File: src/rtl/serial_mag_comparator.sv
// Purpose: digit-serial unsigned magnitude comparator. It compares one 4-bit digit per clock, LSB digit first.
// Latency: an accepted start gives a done pulse NDIG+1 cycles later. Throughput is one compare per NDIG+2 cycles.
// Backpressure: none. start is honoured only in IDLE and is dropped otherwise. abort cancels a compare that is running.
`timescale 1ns/1ps
module serial_mag_comparator #(
    parameter int WIDTH = 16,
    parameter int NDIG  = WIDTH / 4
) (
    input  logic             clk,
    input  logic             rst_n,
    input  logic             start,
    input  logic             abort,
    input  logic [WIDTH-1:0] A,
    input  logic [WIDTH-1:0] B,
    input  logic             Li,
    input  logic             Ei,
    input  logic             Gi,
    output logic             busy,
    output logic             done,
    output logic             Lo,
    output logic             Eo,
    output logic             Go
);

    // The digit counter is at least one bit wide, so a single-digit build still has a register.
    localparam int CW = (NDIG > 1) ? $clog2(NDIG) : 1;
    localparam logic [CW-1:0] LAST_DIG = CW'(NDIG - 1);

    typedef enum logic [1:0] {
        S_IDLE = 2'd0,
        S_RUN  = 2'd1,
        S_DONE = 2'd2
    } state_t;

    typedef enum logic [1:0] {
        REL_LT = 2'd0,
        REL_EQ = 2'd1,
        REL_GT = 2'd2
    } rel_t;

    state_t           state_q;
    rel_t             rel_q;
    rel_t             rel_init_d;
    rel_t             rel_d;
    logic [WIDTH-1:0] a_sr_q;
    logic [WIDTH-1:0] b_sr_q;
    logic [CW-1:0]    cnt_q;
    logic [CW-1:0]    cnt_d;
    logic             busy_q;
    logic             done_q;
    logic             lo_q;
    logic             eo_q;
    logic             go_q;
    logic [3:0]       a_dig;
    logic [3:0]       b_dig;
    logic             last_dig;

    assign a_dig    = a_sr_q[3:0];
    assign b_dig    = b_sr_q[3:0];
    assign last_dig = (cnt_q == LAST_DIG);
    assign cnt_d    = cnt_q + CW'(1);

    // Seed relation from the cascade inputs. Ei wins over Li, Li wins over Gi, and all-zero counts as equal.
    always_comb begin
        rel_init_d = REL_EQ;
        if (Ei) begin
            rel_init_d = REL_EQ;
        end else if (Li) begin
            rel_init_d = REL_LT;
        end else if (Gi) begin
            rel_init_d = REL_GT;
        end
    end

    // A differing digit overrides the running relation. Digits arrive LSB first, so the last difference seen decides.
    always_comb begin
        rel_d = rel_q;
        if (a_dig > b_dig) begin
            rel_d = REL_GT;
        end else if (a_dig < b_dig) begin
            rel_d = REL_LT;
        end
    end

    // Control FSM and datapath. Every output is registered. The result is published on the edge that leaves DONE.
    always_ff @(posedge clk or negedge rst_n) begin
        if (!rst_n) begin
            state_q <= S_IDLE;
            rel_q   <= REL_EQ;
            a_sr_q  <= '0;
            b_sr_q  <= '0;
            cnt_q   <= '0;
            busy_q  <= 1'b0;
            done_q  <= 1'b0;
            lo_q    <= 1'b0;
            eo_q    <= 1'b0;
            go_q    <= 1'b0;
        end else begin
            done_q <= 1'b0;
            case (state_q)
                S_IDLE: begin
                    // When start and abort arrive together, the start is taken because abort only applies to RUN.
                    if (start) begin
                        a_sr_q  <= A;
                        b_sr_q  <= B;
                        cnt_q   <= '0;
                        rel_q   <= rel_init_d;
                        busy_q  <= 1'b1;
                        state_q <= S_RUN;
                    end
                end
                S_RUN: begin
                    if (abort) begin
                        // A cancelled compare also clears the previous result.
                        cnt_q   <= '0;
                        busy_q  <= 1'b0;
                        lo_q    <= 1'b0;
                        eo_q    <= 1'b0;
                        go_q    <= 1'b0;
                        state_q <= S_IDLE;
                    end else begin
                        rel_q  <= rel_d;
                        a_sr_q <= a_sr_q >> 4;
                        b_sr_q <= b_sr_q >> 4;
                        if (last_dig) begin
                            busy_q  <= 1'b0;
                            state_q <= S_DONE;
                        end else begin
                            cnt_q <= cnt_d;
                        end
                    end
                end
                S_DONE: begin
                    // The final relation is already in rel_q. Publish it one-hot together with the done pulse.
                    done_q  <= 1'b1;
                    lo_q    <= (rel_q == REL_LT);
                    eo_q    <= (rel_q == REL_EQ);
                    go_q    <= (rel_q == REL_GT);
                    cnt_q   <= '0;
                    state_q <= S_IDLE;
                end
                default: begin
                    busy_q  <= 1'b0;
                    cnt_q   <= '0;
                    state_q <= S_IDLE;
                end
            endcase
        end
    end

    assign busy = busy_q;
    assign done = done_q;
    assign Lo   = lo_q;
    assign Eo   = eo_q;
    assign Go   = go_q;

endmodule
File: config.mk
export PLATFORM = sky130hd
export DESIGN_NAME = serial_mag_comparator
export DESIGN_NICKNAME = d
export VERILOG_FILES = /design/src/rtl/serial_mag_comparator.sv
export SDC_FILE = /design/constraint.sdc
export NUM_CORES = 1
export LEC_CHECK = 0
export BUFFER_PORTS_ARGS = -buffer_cell sky130_fd_sc_hd__buf_2
export CAP_MARGIN = 40
export CORE_ASPECT_RATIO = 0.5
export CORE_MARGIN = 1.5
export CORE_UTILIZATION = 54
export CTS_BUF_LIST = sky130_fd_sc_hd__clkbuf_8 sky130_fd_sc_hd__clkbuf_16
export CTS_CLUSTER_SIZE = 40
export DETAILED_ROUTE_END_ITERATION = 6
export GPL_ROUTABILITY_DRIVEN = 0
export MAX_ROUTING_LAYER = met4
export PLACE_DENSITY = 0.85
export SYNTH_ARGS = -nofsm -noshare
export SYNTH_HDL_FRONTEND = slang
export SYNTH_SLANG_ARGS = --single-unit
File: constraint.sdc
create_clock -name clk -period 2.3 [get_ports clk]
set_input_delay 0.23 -clock clk [delete_from_list [all_inputs] [get_ports clk]]
set_output_delay 0.23 -clock clk [all_outputs]
set_load 0.05 [all_outputs]
==> results.sh <==
export IMPL_htreeDepth=2
export IMPL_cpPeakStageDelay_ps=390
export IMPL_drt_initial_drc_count=96
export IMPL_synth_xor_area_share_pct=0.424
export IMPL_drive_gt1_share_pct=24.2
export IMPL_synth_top_area_cell="dfrtp_1"
export IMPL_clk_latency_ps=300
export IMPL_holdCritPathClass="primary input to flop"
export IMPL_cp_endpoint="rel_q[0]"
export IMPL_syn_to_final_growth_pct=18.5
export IMPL_netlist_top_cells_area="dfrtp_1, nand2_1, a31oi_1"
export IMPL_max_freq_mhz=559
export IMPL_synthCells=218
export IMPL_synthesis_nets=262
export IMPL_grt_util_met3_pct=6.11
export IMPL_wirelength_um=4310
export IMPL_peakVddDrop_mv=0.519
export IMPL_grt_usage_pct=23.3
export IMPL_antenna_cells=0
export IMPL_synthMuxAreaShare_pct=0.545
export IMPL_cts_sinks=43
export IMPL_timing_final_crit_period_ps=1790
export IMPL_met2_usage_pct=39.1
export IMPL_skew_ps=5.14
export IMPL_pwr_share_clk_pct=24.5
export IMPL_overflow=0
export IMPL_maxCapViolations=0
export IMPL_p_total_mw=2.51
export IMPL_slew_viol_final=0
export IMPL_synth_warnings=0
export IMPL_boundaryPins=44
export IMPL_grt_pass1_wl_um=7100
export IMPL_netlist_area_sq_mm=0.00206
export IMPL_die_h_um=46.7
export IMPL_setup_viol=0
export IMPL_fin_setup_tns_ps=0
export IMPL_die_w_um=90.4
export IMPL_drcViolationCount=0
export IMPL_wl_per_cell_um=13.9
export IMPL_start_util_pct=58.2
export IMPL_core_sq_mm=0.00355
export IMPL_synth_compound_area_share_pct=18.9
export IMPL_cts_tree="built"
export IMPL_grt_setup_unrepaired="false"
export IMPL_worstPathArrival_ps=2020
export IMPL_cts_buffers=5
export IMPL_yosys_area_share_simple_pct=20.0
export IMPL_critPathMaxFanout=4
export IMPL_sequentialPowerShare_pct=45.3
export IMPL_rows=15
export IMPL_nets=303
export IMPL_p_sw_uw=835
export IMPL_grt_antenna_before_repair=0
export IMPL_cts_clk_slew_worst_paths_ps=80
export IMPL_cts_root_buf="clkbuf_8"
export IMPL_hold_buffers=1
export IMPL_clockBufferDepth=2
export IMPL_final_cell_mix="nand2_1, buf_2, dfrtp_1"
export IMPL_r2r_cells=5
export IMPL_drtAntennaViolNets=0
export IMPL_r2r_start="a_sr_q[3]"
export IMPL_syn_area_per_cell_sq_um=9.47
export IMPL_outcome="finished, final reports clean"
export IMPL_synth_fa_ha_area_share_pct=3.03
export IMPL_layout_commonest_cell="nand2_1"
export IMPL_rrSetupSlack_ps=510
export IMPL_grt_max_degree=35
export IMPL_numPortBuffers=43
export IMPL_top_usage_layer="met2"
export IMPL_drt_vias_per_instance=5.55
export IMPL_slowest_stage="dfrtp_1"
export IMPL_reg2reg_to="rel_q[0]"
export IMPL_worstPathCellList="ha_1, a21o_1, o311ai_2, a21boi_0, a41o_1"
export IMPL_p_int_mw=1.67
export IMPL_critPathRequiredTime_ps=2530
export IMPL_yosysSeqAreaShare_pct=52.2
export IMPL_die_area_sq_mm=0.00423
export IMPL_final_period_utilization_pct=77.8
export IMPL_grt_pass1_vias=1633
export IMPL_synth_top_family_by_area="simple AND/OR/NAND/NOR gates"
export IMPL_power_density_mw_per_mm2=1020
export IMPL_cts_resized=0
export IMPL_cellLeakagePower_nw=1.19
export IMPL_fin_util_pct=69.0
export IMPL_post_cts_buffers=0
export IMPL_setup_worst_path_start_class="flop"
export IMPL_use_met1_pct=27.2
export IMPL_power_frac_comb_pct=30.2
export IMPL_worst_pin_slew_ps=642
export IMPL_yosysTopAreaCellShare_pct=50.9
export IMPL_critical_path_class="flop to flop"
export IMPL_vias=1727
export IMPL_max_slew_margin_pct=57.0
export IMPL_startpoint="a_sr_q[3]"
export IMPL_dpl_hpwl_um=2990
export IMPL_ys_ff_latch=43
export IMPL_switching_share_pct=33.3
export IMPL_first_pass_iters=4
export IMPL_hold_viol=0
export IMPL_critical_path_endpoint_type="flop"
export IMPL_yosysUniqueCellTypes=36
## layout make-up
cell class                      count  area, sq um
Clock buffer                        6         82.6
Clock inverter                      2         35.0
Fill cell                         277         1100
Inverter                            6         22.5
Multi-Input combinational cell    156          886
Sequential cell                    43         1080
Tap cell                           51         63.8
Timing Repair Buffer               47          280
## sequential cells by signal (all words and copies together) (netlist names)
register	flops
Eo	1
Go	1
Lo	1
a_sr_q	16
b_sr_q	16
busy	1
cnt_q	2
done	1
rel_q	2
state_q	2
## worst max-delay path: cells and delay by family (launching register included)
kind / cells / cell delay [ps]
AOI/OAI and AO/OA: 4 / 980
adders and majority gates: 1 / 350
DFF: 1 / 390
## power groups by stage
stage	Clock, mW	Combinational (mW)	Sequential (mW)
2_1_floorplan	0	0.574	1.12
3_3_place_gp	0	0.695	1.13
3_5_place_dp	0	0.744	1.15
4_1_cts	0.621	0.759	1.13
5_1_grt	0.651	0.849	1.16
6_report	0.614	0.758	1.14
## worst min-delay path by stage
stage / endpoint / startpoint / cells after the start
finish: a_sr_q[13] / A[13] / 2
detailed placement: b_sr_q[12] / rst_n / 1
global placement: b_sr_q[12] / rst_n / 1
CTS: a_sr_q[12] / A[12] / 2
floorplan: Eo / rst_n / 0
global route: b_sr_q[15] / B[15] / 2
## kinds of logic (layout without fill, tap and decap cells)
logic type	count (synthesis)	count (layout)
adder cells (fa/ha/maj)	5	5
buffers and inverters	19	61
AND/OR/NAND/NOR	94	94
multiplexers	1	1
XOR/XNOR	1	1
flip-flops	43	43
AO/OA/AOI/OAI	55	55
## per-stage QoR
stage	hold WS, ps	instance area [sq um]	std cells	setup WS, ps
floorplan	-65.6	2060	218	704
global placement	407	2290	301	652
detailed placement	231	2320	302	571
CTS	141	2450	311	524
global route	145	2450	311	377
finish	148	2450	311	510
## cell usage after synthesis
| library cell | instances |
|---|---|
| nand2_1 | 52 |
| dfrtp_1 | 42 |
| nor2_1 | 26 |
| a31oi_1 | 25 |
| a22o_1 | 10 |
| a21oi_1 | 6 |
| buf_2 | 6 |
| inv_1 | 6 |
| ha_1 | 5 |
| buf_4 | 4 |
| nor2b_1 | 4 |
| o21ai_0 | 3 |
| a21o_1 | 2 |
| clkbuf_1 | 2 |
| nand2b_1 | 2 |
| nor3_1 | 2 |
| o22ai_1 | 2 |
| a211o_1 | 1 |
| a21boi_0 | 1 |
| a21oi_4 | 1 |
| a41o_1 | 1 |
| and2_1 | 1 |
| and4_1 | 1 |
| buf_6 | 1 |
| dfstp_2 | 1 |
| mux2_2 | 1 |
| nand2_2 | 1 |
| nand2b_4 | 1 |
| nor3b_2 | 1 |
| nor4b_1 | 1 |
| o211ai_1 | 1 |
| o21bai_1 | 1 |
| o311ai_2 | 1 |
| or2_2 | 1 |
| or4b_2 | 1 |
| xnor2_1 | 1 |
## layer usage
layer,part of all wire [%],wire [um],vias up
li1,-,-,839
met1,45,1960,829
met2,48,2060,51
met3,5.2,226,8
met4,1.5,63,0
met5,0,0,-
Note: power is estimated with default switching activity, not from simulation.
